==> config.mk <==
export PLATFORM = sky130hd
export DESIGN_NAME = score_digit_feeder
export DESIGN_NICKNAME = d
export VERILOG_FILES = /design/src/rtl/score_pkg.sv /design/src/rtl/bin2bcd_seq.sv /design/src/rtl/score_digit_feeder.sv
export SDC_FILE = /design/constraint.sdc
export NUM_CORES = 1
export LEC_CHECK = 0
export CELL_PAD_IN_SITES_DETAIL_PLACEMENT = 0
export CELL_PAD_IN_SITES_GLOBAL_PLACEMENT = 1
export CORE_MARGIN = 4
export CORE_UTILIZATION = 43
export CTS_CLUSTER_DIAMETER = 40
export DETAILED_ROUTE_END_ITERATION = 16
export MAX_ROUTING_LAYER = met4
export PLACE_DENSITY_LB_ADDON = 0.3
export SLEW_MARGIN = 20
export SYNTH_ARGS = -nofsm -noshare
export SYNTH_HDL_FRONTEND = slang
export SYNTH_SLANG_ARGS = --single-unit
==> constraint.sdc <==
create_clock -name clk -period 2.9 [get_ports clk]
set_clock_uncertainty 0.05 [all_clocks]
set_input_delay 0.725 -clock clk [delete_from_list [all_inputs] [get_ports clk]]
set_output_delay 0.725 -clock clk [all_outputs]
set_load 0.1 [all_outputs]
==> src/rtl/score_pkg.sv <==
// Shared types and constants for the score digit feeder: points table,
// default sizes, glyph geometry and the conversion FSM states.
package score_pkg;

    localparam int DIGITS_DEF  = 4;
    localparam int SCORE_W_DEF = 14;
    localparam int SCORE_MAX   = 10 ** DIGITS_DEF - 1;

    // Glyph geometry in cells: 3 lit columns plus one gap column per digit.
    localparam int CELL_W  = 4;
    localparam int GLYPH_W = 3;
    localparam int GLYPH_H = 5;

    typedef enum logic [1:0] {
        ST_IDLE,
        ST_LOAD,
        ST_SHIFT,
        ST_COMMIT
    } conv_state_t;

    function automatic logic [3:0] line_points(input logic [2:0] lines);
        case (lines)
            3'd1:    return 4'd1;
            3'd2:    return 4'd3;
            3'd3:    return 4'd5;
            3'd4:    return 4'd8;
            default: return 4'd0;
        endcase
    endfunction

endpackage

==> src/rtl/bin2bcd_seq.sv <==
// Sequential shift-add-3 binary to BCD converter. One conversion is
// LOAD + BIN_W SHIFT cycles + COMMIT; done is high during COMMIT.
module bin2bcd_seq
    import score_pkg::*;
#(
    parameter int BIN_W  = SCORE_W_DEF,
    parameter int DIGITS = DIGITS_DEF
) (
    input  logic                  clk,
    input  logic                  reset,
    input  logic                  start,
    input  logic [BIN_W-1:0]      bin,
    output logic [4*DIGITS-1:0]   bcd,
    output logic                  busy,
    output logic                  done
);

    localparam int BCD_W = 4 * DIGITS;
    localparam int CNT_W = $clog2(BIN_W + 1);

    conv_state_t              state_q, state_d;
    logic [BCD_W+BIN_W-1:0]   sr_q, sr_d;
    logic [CNT_W-1:0]         cnt_q, cnt_d;
    logic [BCD_W-1:0]         adj;

    always_comb begin
        adj = '0;
        for (int i = 0; i < DIGITS; i++) begin
            adj[4*i +: 4] = (sr_q[BIN_W + 4*i +: 4] >= 4'd5) ?
                            sr_q[BIN_W + 4*i +: 4] + 4'd3 :
                            sr_q[BIN_W + 4*i +: 4];
        end
    end

    always_comb begin
        state_d = state_q;
        sr_d    = sr_q;
        cnt_d   = cnt_q;
        case (state_q)
            ST_IDLE: begin
                if (start) state_d = ST_LOAD;
            end
            ST_LOAD: begin
                sr_d    = {{BCD_W{1'b0}}, bin};
                cnt_d   = '0;
                state_d = ST_SHIFT;
            end
            ST_SHIFT: begin
                sr_d  = {adj, sr_q[BIN_W-1:0]} << 1;
                cnt_d = cnt_q + 1'b1;
                if (cnt_q == CNT_W'(BIN_W - 1)) state_d = ST_COMMIT;
            end
            ST_COMMIT: begin
                state_d = ST_IDLE;
            end
            default: state_d = ST_IDLE;
        endcase
    end

    always_ff @(posedge clk or posedge reset) begin
        if (reset) begin
            state_q <= ST_IDLE;
            sr_q    <= '0;
            cnt_q   <= '0;
        end else begin
            state_q <= state_d;
            sr_q    <= sr_d;
            cnt_q   <= cnt_d;
        end
    end

    assign bcd  = sr_q[BIN_W +: BCD_W];
    assign busy = (state_q != ST_IDLE);
    assign done = (state_q == ST_COMMIT);

endmodule

==> src/rtl/score_digit_feeder.sv <==
// Score register, BCD conversion requests and per-pixel digit/glyph decode.
// Define SCORE_BLANK_LEADING_ZERO_EN to blank leading-zero digits.
module score_digit_feeder
    import score_pkg::*;
#(
    parameter int DIGITS     = DIGITS_DEF,
    parameter int SCORE_W    = SCORE_W_DEF,
    parameter int ORIGIN_X   = 400,
    parameter int ORIGIN_Y   = 40,
    parameter int SCALE_LOG2 = 3
) (
    input  logic               clk,
    input  logic               reset,
    input  logic               add_valid,
    input  logic [2:0]         lines_cleared,
    input  logic               clear_score,
    input  logic [9:0]         pix_x,
    input  logic [9:0]         pix_y,
    output logic [SCORE_W-1:0] score,
    output logic               busy,
    output logic [3:0]         digit,
    output logic [2:0]         glyph_x,
    output logic [2:0]         glyph_y,
    output logic               in_digit
);

    localparam int BCD_W     = 4 * DIGITS;
    localparam int IDX_W     = (DIGITS > 1) ? $clog2(DIGITS) : 1;
    localparam int CELL_LOG2 = $clog2(CELL_W);
    localparam logic [SCORE_W:0] MAX_V = (SCORE_W + 1)'(10 ** DIGITS - 1);

    logic [SCORE_W-1:0] score_q, score_d;
    logic               pending_q, pending_d;
    logic [BCD_W-1:0]   disp_bcd_q, disp_bcd_d;
    logic [3:0]         pts;
    logic [SCORE_W:0]   sum;
    logic               changed;
    logic               conv_start, conv_busy, conv_done;
    logic [BCD_W-1:0]   conv_bcd;

    logic [3:0]         digit_q, digit_d;
    logic [2:0]         glyph_x_q, glyph_x_d;
    logic [2:0]         glyph_y_q, glyph_y_d;
    logic               in_digit_q, in_digit_d;
    logic [9:0]         dx, dy, u, v;
    logic               in_field;
    logic [IDX_W-1:0]   idx;

    bin2bcd_seq #(
        .BIN_W  (SCORE_W),
        .DIGITS (DIGITS)
    ) u_conv (
        .clk   (clk),
        .reset (reset),
        .start (conv_start),
        .bin   (score_q),
        .bcd   (conv_bcd),
        .busy  (conv_busy),
        .done  (conv_done)
    );

    always_comb begin
        pts     = line_points(lines_cleared);
        sum     = {1'b0, score_q} + {{(SCORE_W - 3){1'b0}}, pts};
        score_d = score_q;
        changed = 1'b0;
        if (clear_score) begin
            score_d = '0;
            changed = 1'b1;
        end else if (add_valid && pts != 4'd0) begin
            score_d = (sum > MAX_V) ? MAX_V[SCORE_W-1:0] : sum[SCORE_W-1:0];
            changed = 1'b1;
        end
        // A change during a conversion re-arms pending so a fresh pass follows.
        conv_start = pending_q && !conv_busy;
        pending_d  = pending_q;
        if (conv_start) pending_d = 1'b0;
        if (changed)    pending_d = 1'b1;
        disp_bcd_d = conv_done ? conv_bcd : disp_bcd_q;
    end

`ifdef SCORE_BLANK_LEADING_ZERO_EN
    localparam logic [DIGITS-1:0] BLANK_RST = DIGITS'((1 << (DIGITS - 1)) - 1);
    logic [DIGITS-1:0] blank_q, blank_d;
    logic              lead;

    // Mask bit i (0 = leftmost) is set while every digit up to i is zero.
    always_comb begin
        blank_d = blank_q;
        lead    = 1'b1;
        if (conv_done) begin
            for (int i = 0; i < DIGITS; i++) begin
                if (conv_bcd[4*(DIGITS-1-i) +: 4] != 4'd0) lead = 1'b0;
                blank_d[i] = lead && (i != DIGITS - 1);
            end
        end
    end

    always_ff @(posedge clk or posedge reset) begin
        if (reset) blank_q <= BLANK_RST;
        else       blank_q <= blank_d;
    end
`endif

    always_comb begin
        dx       = pix_x - 10'(ORIGIN_X);
        dy       = pix_y - 10'(ORIGIN_Y);
        u        = dx >> SCALE_LOG2;
        v        = dy >> SCALE_LOG2;
        in_field = (pix_x >= 10'(ORIGIN_X)) && (pix_y >= 10'(ORIGIN_Y)) &&
                   (u < 10'(CELL_W * DIGITS)) && (v < 10'(GLYPH_H));
        idx      = IDX_W'(u >> CELL_LOG2);

        digit_d    = 4'd0;
        glyph_x_d  = 3'd0;
        glyph_y_d  = 3'd0;
        in_digit_d = 1'b0;
        if (in_field) begin
            for (int i = 0; i < DIGITS; i++) begin
                if (idx == IDX_W'(i)) digit_d = disp_bcd_q[4*(DIGITS-1-i) +: 4];
            end
            glyph_x_d  = 3'(u[CELL_LOG2-1:0]);
            glyph_y_d  = v[2:0];
            in_digit_d = (glyph_x_d < 3'(GLYPH_W));
`ifdef SCORE_BLANK_LEADING_ZERO_EN
            if (blank_q[idx]) in_digit_d = 1'b0;
`endif
        end
    end

    always_ff @(posedge clk or posedge reset) begin
        if (reset) begin
            score_q    <= '0;
            pending_q  <= 1'b0;
            disp_bcd_q <= '0;
            digit_q    <= 4'd0;
            glyph_x_q  <= 3'd0;
            glyph_y_q  <= 3'd0;
            in_digit_q <= 1'b0;
        end else begin
            score_q    <= score_d;
            pending_q  <= pending_d;
            disp_bcd_q <= disp_bcd_d;
            digit_q    <= digit_d;
            glyph_x_q  <= glyph_x_d;
            glyph_y_q  <= glyph_y_d;
            in_digit_q <= in_digit_d;
        end
    end

    assign score    = score_q;
    assign busy     = conv_busy;
    assign digit    = digit_q;
    assign glyph_x  = glyph_x_q;
    assign glyph_y  = glyph_y_q;
    assign in_digit = in_digit_q;

endmodule

==> flow_metrics.tcl, run 1 <==
set metrics [dict create \
    synthCells 419 \
    startpoint "lines_cleared[1]" \
    layout_common_cells "dfrtp_1 (74), buf_4 (51), nor2_1 (41)" \
    clk_pin_slew_ns 0.09 \
    num_rows 35 \
    route.vias.total 3234 \
    ys_ff_latch 77 \
    grt_usage_pct 16.3 \
    period_minus_slack_ns 2.82 \
    maxCapViolCount 0 \
    diodes 0 \
    reg2reg_slack_ns 0.29 \
    hp-start "u_conv.cnt_q[3]" \
    syn_area_per_cell_um2 10.0 \
    fin_area_um2 5190 \
    final_core_util_pct 55.4 \
    path_max_fanout 5 \
    drt-initial-drc-count 79 \
    die_y_um 107 \
    yosysTopAreaCell "dfrtp_1" \
    pre_cts_slack_ns -0.765 \
    max-vdd-ir-drop_v 0.000388 \
    synth_top_area_share_pct 45.8 \
    final_nets 531 \
    cts_buffer_depth 2 \
    grt_pass1_vias 3149 \
    finalMaxSlewViolations 0 \
    grt_max_degree 78 \
    cts_made_buffers 9 \
    clock_latency_ns 0.34 \
    gp_congestion 0.855 \
    path_class "in -> reg" \
    synthArstFlopShare_pct 100 \
    nFillCells 849 \
    antenna_found_initial 0 \
    worstPathArrival_ns 3.01 \
    synthFlopType "dfrtp_1" \
    max_freq_mhz 355 \
    ys_types 56 \
    worstMarginPinSlew_ns 0.738 \
    reg2regPathDepth 8 \
    p_per_area_nw_per_um2 632 \
    cp.required_ns 3.09 \
    synth_fp_nets 467 \
    cp-end-kind "flip-flop" \
    post-route-period-util_pct 97.2 \
    core_um2 9370 \
    cts_tree "built" \
    setup_ws_ns 0.0815 \
    hpwl_mm 6.37 \
    start_util_pct 44.9 \
    critPathLaunchType "input pin" \
    syn2layout_area_growth_pct 23.5 \
    final_common_cell "dfrtp_1" \
    seq_area_frac_synth_pct 45.8 \
    grt_pass1_wl_mm 14.9 \
    yosys-top-cells-area "dfrtp_1 (46%), ha_1 (5.9%), mux2_2 (5.1%)" \
    fin_setup_tns_ns 0 \
    synth_edf_count 0 \
    leakage_nw 2.31 \
    wl_per_cell_um 14.3 \
    die_area_um2 11400 \
    holdWs_ns 0.445 \
    hold_violations 0 \
    htreeDepth 3 \
    place_area_um2 4870 \
    slew_headroom_pct 50.8 \
    layout-drive-gt1-share_pct 26.3 \
    grt_remaining_overflow 0 \
    firstDrtPassIters 6 \
    vias_per_cell 5.25 \
    port_buffers 45 \
    synth_area_um2 4210 \
    rsz0062_at_grt "true" \
    setup_violations 0 \
    routed_wirelength_mm 8.80 \
    drc_errors 0 \
    r2r-end "score[4]" \
    numClockSinks 77 \
    status "finished, final reports clean" \
    ant_nets 0 \
    die_width_um 107 \
    yosysWarningCount 0 \
    endpoint "score[4]" \
    reg2reg_from "score[0]" \
    ctsRootBufferMaster "clkbuf_8" \
    io_pins 53 \
    hold_path.class "reg -> reg" \
]
==> what timing repair did <==
action,CTS,global route
pin swaps,12,16
hold buffers,0,0
setup buffers,1,3
cloned,0,0
gates resized for setup,21,17
endpoints found under the setup margin,13,11
==> worst min path at each step <==
stage / to / slack [ns] / cells after the start
CTS: u_conv.cnt_q[3] / 0.44 / 1
finish: u_conv.cnt_q[3] / 0.45 / 1
floorplan: u_conv.cnt_q[3] / 0.40 / 1
global placement: u_conv.cnt_q[3] / 0.42 / 1
global route: u_conv.cnt_q[3] / 0.45 / 1
detailed placement: u_conv.cnt_q[3] / 0.42 / 1
==> critical path, stage by stage <==
cell	delay [ns]
buf_8	0.10
nor2_4	0.13
nor2_4	0.06
ha_4	0.16
fa_2	0.40
a211oi_4	0.36
or3_4	0.22
nand2_2	0.06
mux2_4	0.31
and2_4	0.20
a2111oi_4	0.28
==> cell type report <==
| cell class | instances | area (um2) | area share (%) |
|---|---|---|---|
| multi-input combinational | 292 | 2190 | 42.2 |
| tap | 129 | 161 | 3.11 |
| inverter | 31 | 116 | 2.24 |
| clock inverter | 6 | 63.8 | 1.23 |
| timing repair buffer | 72 | 604 | 11.6 |
| clock buffer | 9 | 124 | 2.38 |
| sequential | 77 | 1930 | 37.2 |
==> routing by layer <==
metal	vias to the layer above	wire length (um)	global-route usage (%)
li1	1608	-	-
met1	1560	4050	20.9
met2	55	4390	26.5
met3	11	270	2.77
met4	0	98	5.39
met5	-	0	-
==> stage by stage <==
stage / total power [W] / std cells
after global routing: 0.00351 / 616
after CTS: 0.00331 / 613
after detailed placement: 0.00253 / 597
after global placement: 0.00250 / 597
after floorplan: 0.00223 / 419
final: 0.00329 / 616
==> logic make-up after synthesis <==
| family | count (synthesis) | synth area share (%) |
|---|---|---|
| AOI/OAI and AO/OA | 96 | 14.9 |
| other | 1 | 0.0891 |
| DFF | 77 | 45.8 |
| buffers and inverters | 50 | 5.09 |
| xor gates and xnor gates | 12 | 2.50 |
| and+or+nand+nor | 124 | 14.4 |
| adders and majority gates | 21 | 6.42 |
| muxes | 38 | 10.8 |
==> registers in the layout, summed over array words and instances (netlist names), 2 cells and up <==
| name | flops |
|---|---|
| glyph_x | 2 |
| u_conv.state_q | 2 |
| digit | 4 |
| glyph_y | 3 |
| u_conv.sr_q | 30 |
| score | 14 |
| disp_bcd_q | 16 |
| u_conv.cnt_q | 4 |
==> power by group <==
group          leakage, nW  total, W  internal, W  switching, W
combinational         1.18   0.00117     0.000428      0.000737
sequential            1.04   0.00134      0.00124     0.0000992
clock               0.0915  0.000782     0.000393      0.000389
total                 2.31   0.00329      0.00206       0.00123
==> synthesized netlist by cell type, drive strengths merged (5+ instances only) <==
cell,count
mux2i,15
a21oi,32
nor2,44
nor2b,5
dfrtp,77
ha,20
xnor2,8
nand2,21
o21ai,24
o22ai,13
clkbuf,14
inv,31
a211oi,5
nand3,13
mux2,19
nor3,14
and3,6
(Power assumes the default switching activity.)
==> inputs of run 2 (changes only) <==
Settings changed: TNS_END_PERCENT from default to 20.
==> flow_metrics.tcl, run 2 (synthesis results as in run 1) <==
set metrics [dict create \
    status "finished, final reports clean" \
    largest_register_ff_count 30 \
    fin_setup_tns_ns 0 \
    final_nets 532 \
    slew_headroom_pct 53.5 \
    gp_congestion 0.847 \
    path_class "in -> reg" \
    path_max_fanout 4 \
    maxCapViolCount 0 \
    grt_pass1_wl_mm 14.8 \
    setup_violations 0 \
    hold_violations 0 \
    start_util_pct 44.9 \
    ctsRootBufferMaster "clkbuf_8" \
    critPathBufInv 1 \
    cp_cell_sequence "clkbuf_2, nor2_4, nor2_2, ha_2, fa_2, a211oi_4, or3_4, nor3b_2, nor3_2, o22ai_2, and2_4, a2111oi_4" \
    reg2reg_slack_ns 0.22 \
    rsz0062_at_grt "true" \
    worstMarginPinSlew_ns 0.698 \
    hpwl_mm 6.41 \
    max_freq_mhz 352 \
    cpMaxStageDelayCell "fa_2" \
    grt_pass1_vias 3180 \
    post-route-period-util_pct 98.0 \
    die_width_um 107 \
    worstPathArrival_ns 3.04 \
    clock_latency_ns 0.34 \
    grt_remaining_overflow 0 \
    diodes 0 \
    p_total_w 0.00348 \
    htreeDepth 3 \
    die_area_um2 11400 \
    critPathTopFamily "simple AND/OR/NAND/NOR gates" \
    clk_pin_slew_ns 0.08 \
    wl_per_cell_um 14.1 \
    cts_made_buffers 9 \
    port_buffers 45 \
    drt-initial-drc-count 115 \
    antenna_found_initial 0 \
    finalMaxSlewViolations 0 \
    largest_register "u_conv.sr_q" \
    period_minus_slack_ns 2.84 \
    grt_usage_pct 16.4 \
    die_y_um 107 \
    core_um2 9370 \
    layout_common_cells "dfrtp_1 (74), buf_4 (50), nor2_1 (41)" \
    max-vdd-ir-drop_v 0.000423 \
    io_pins 53 \
    firstDrtPassIters 4 \
    cp-end-kind "flip-flop" \
    syn2layout_area_growth_pct 24.7 \
    hold_path.class "reg -> reg" \
    layout-drive-gt1-share_pct 25.6 \
    p_per_area_nw_per_um2 664 \
    hp-start "u_conv.cnt_q[3]" \
    num_rows 35 \
    startpoint "lines_cleared[1]" \
    numClockSinks 77 \
    vias_per_cell 5.29 \
    grt_max_degree 42 \
    routed_wirelength_mm 8.72 \
    route.vias.total 3269 \
    reg2reg_from "score[0]" \
    slowest_delay_ns 0.39 \
    ant_nets 0 \
    cts_buffer_depth 2 \
    drc_errors 0 \
    leakage_nw 2.34 \
    cp.required_ns 3.10 \
    cts_tree "built" \
    final_common_cell "dfrtp_1" \
    critPathLaunchType "input pin" \
]
-- run 2: worst paths after layout --
kind                                         to  depth (start not counted)
worst min register to register  u_conv.cnt_q[3]                          1
worst min-delay path            u_conv.cnt_q[3]                          1
min in group asynchronous       u_conv.sr_q[18]                          2
worst max register to register         score[7]                          9
max in group asynchronous       u_conv.sr_q[28]                          3
worst max-delay path                   score[7]                         12
-- run 2: through the flow --
step                      hold slack [ns]  area [um2]  std cells  setup WS [ns]  utilization, %
final                               0.449        5250        618         0.0587            56.0
after global routing                0.479        5250        618        -0.0156            56.0
after CTS                           0.447        5190        617       -0.00322            55.4
after detailed placement            0.427        4930        601         -0.754            52.6
after global placement              0.420        4930        601         -0.680            52.6
after floorplan                     0.401        4240        419        -0.0142               -
-- run 2: layout make-up --
type	instances	area [um2]
Clock inverter	4	95.1
Timing Repair Buffer	73	631
Sequential cell	77	1930
Tap cell	129	161
Fill cell	868	4130
Multi-Input combinational cell	292	2170
Clock buffer	12	145
Inverter	31	116
-- run 2: timing repair --
| action | CTS | global route |
|---|---|---|
| endpoints found under the setup margin | 12 | 12 |
| hold buffers | 0 | 0 |
| setup buffers | 0 | 1 |
| resized for setup | 8 | 20 |
| pin swaps | 7 | 9 |
-- run 2: report_power, final --
group | internal, W | switching [W]
combinational | 0.000450 | 0.000736
sequential | 0.00124 | 0.0000972
clock | 0.000595 | 0.000366
total | 0.00228 | 0.00120
-- run 2: metal layers --
metal / track usage [%] / wire, um / up-vias / part of all wire (%)
met5: - / 0 / - / 0
met4: 3.84 / 62 / 0 / 0.71
met3: 3.79 / 307 / 6 / 3.5
met2: 27.7 / 4500 / 52 / 52
met1: 20.2 / 3850 / 1598 / 44
li1: - / - / 1613 / -
-- run 2: worst register-to-register path, cell delays in order, from the launching register on --
cell       delay, ns
dfrtp_2         0.44
ha_2            0.21
fa_2            0.39
a211oi_4        0.36
or3_4           0.23
nor3b_2         0.05
nor3_2          0.20
o22ai_2         0.14
and2_4          0.22
a2111oi_4       0.28
==> inputs of run 3 (changes only) <==
Settings changed: CTS_BUF_LIST from default to sky130_fd_sc_hd__clkbuf_16.
==> flow_metrics.tcl, run 3 (synthesis results as in run 1) <==
set metrics [dict create \
    slowest_delay_ns 0.39 \
    finalMaxSlewViolations 0 \
    fin_setup_tns_ns 0 \
    largest_register_ff_count 30 \
    holdPathStages 2 \
    cp-end-kind "flip-flop" \
    seq_area_um2 1930 \
    hp-start "pending_q" \
    cp_cell_sequence "buf_6, nor2_4, nor2_2, ha_2, fa_2, a211oi_4, buf_6, nor2_2, o32ai_2, nor3_1, o22ai_2, buf_4, o211ai_1, a21oi_1" \
    core_um2 9370 \
    reg2reg_slack_ns 0.20 \
    antenna_found_initial 0 \
    cts_tree "built" \
    syn2layout_area_growth_pct 28.2 \
    critPathLaunchType "input pin" \
    final_common_cell "dfrtp_1" \
    routed_wirelength_mm 9.03 \
    stdcell_count 621 \
    ant_nets 0 \
    maxCapViolCount 0 \
    nFillCells 844 \
    grt_usage_pct 16.7 \
    htreeDepth 3 \
    grt_remaining_overflow 0 \
    die_width_um 107 \
    grt_pass1_wl_mm 15.0 \
    die_y_um 107 \
    start_util_pct 44.9 \
    reg2reg_from "score[0]" \
    clk_pin_slew_ns 0.06 \
    layout-drive-gt1-share_pct 26.6 \
    rsz0062_at_grt "true" \
    layout_common_cells "dfrtp_1 (74), buf_4 (52), nor2_1 (41)" \
    route.vias.total 3302 \
    largest_register "u_conv.sr_q" \
    status "finished, final reports clean" \
    postCtsHoldBufs 0 \
    grt_max_degree 42 \
    port_buffers 45 \
    drt-initial-drc-count 122 \
    diodes 0 \
    ctsRootBufferMaster "clkbuf_16" \
    leakage_nw 2.42 \
    grt_pass1_vias 3254 \
    gp_congestion 0.847 \
    dp.cells 601 \
    max-vdd-ir-drop_v 0.000481 \
    path_max_fanout 3 \
    hold-path-endpoint "pending_q" \
    hold_violations 0 \
    final_nets 535 \
    startpoint "lines_cleared[1]" \
    path_class "in -> reg" \
    firstDrtPassIters 5 \
    wl_per_cell_um 14.5 \
    io_pins 53 \
    drc_errors 0 \
    cpMaxStageDelayCell "fa_2" \
    multiInputGateArea_um2 2190 \
    reg2regPathDepth 11 \
    final_core_util_pct 57.5 \
    r2r-end "score[10]" \
    numClockSinks 77 \
    hold_path.class "reg -> reg" \
    worstMarginPinSlew_ns 0.698 \
    clock_latency_ns 0.33 \
    worstPathArrival_ns 3.08 \
    max_freq_mhz 347 \
    setup_violations 0 \
    cp.required_ns 3.10 \
    period_minus_slack_ns 2.88 \
    holdWs_ns 0.443 \
    slew_headroom_pct 53.5 \
    cts_made_buffers 9 \
    p_per_area_nw_per_um2 701 \
    num_rows 35 \
    post-route-period-util_pct 99.3 \
    hpwl_mm 6.41 \
    cts_buffer_depth 2 \
    die_area_um2 11400 \
    vias_per_cell 5.32 \
]
run 3: stage by stage:
stage / total power, W / setup slack [ns] / cell area (um2)
2_1_floorplan: 0.00223 / -0.0142 / 4240
3_3_place_gp: 0.00252 / -0.680 / 4930
3_5_place_dp: 0.00255 / -0.754 / 4930
4_1_cts: 0.00381 / 0.0129 / 5300
5_1_grt: 0.00401 / -0.0846 / 5390
6_report: 0.00378 / 0.0200 / 5390
run 3: layout make-up:
class	count	area share, %
clock buffers	9	4.18
clock inverters	7	1.97
inverters	31	2.16
multi-input cells	292	40.7
flip-flops and latches	77	35.8
well taps	129	2.99
repair buffers	76	12.2
run 3: per-layer routing:
metal	routed length, um	track usage [%]	up-vias	share of wire [%]
li1	-	-	1619	-
met2	4650	28.5	54	52
met5	0	-	-	0
met3	308	4.70	6	3.4
met1	4010	20.0	1623	44
met4	59	3.01	0	0.65
run 3: worst max-delay path by stage:
stage	end	slack, ns
5_1_grt	score[8]	-0.08
6_report	score[10]	0.02
2_1_floorplan	score[0]	-0.01
4_1_cts	score[7]	0.01
3_5_place_dp	score[3]	-0.75
3_3_place_gp	score[3]	-0.68
run 3: worst max-delay path, delay by kind of cell:
family / cells / cell delay [ns]
AO/OA/AOI/OAI: 5 / 1.05
adder cells (fa/ha/maj): 2 / 0.57
buffers and inverters: 3 / 0.43
AND/OR/NAND/NOR: 4 / 0.28
run 3: repair_timing:
action,CTS,global route
setup buffers,2,2
pin swaps,11,15
resized for setup,15,22
setup endpoints to repair,13,12
endpoints found under the hold margin,0,0
run 3: power breakdown:
group          total (W)  leakage [nW]  switching [W]  internal [W]
clock            0.00123         0.169       0.000403      0.000829
sequential       0.00134          1.04      0.0000991       0.00124
combinational    0.00121          1.22       0.000755      0.000452
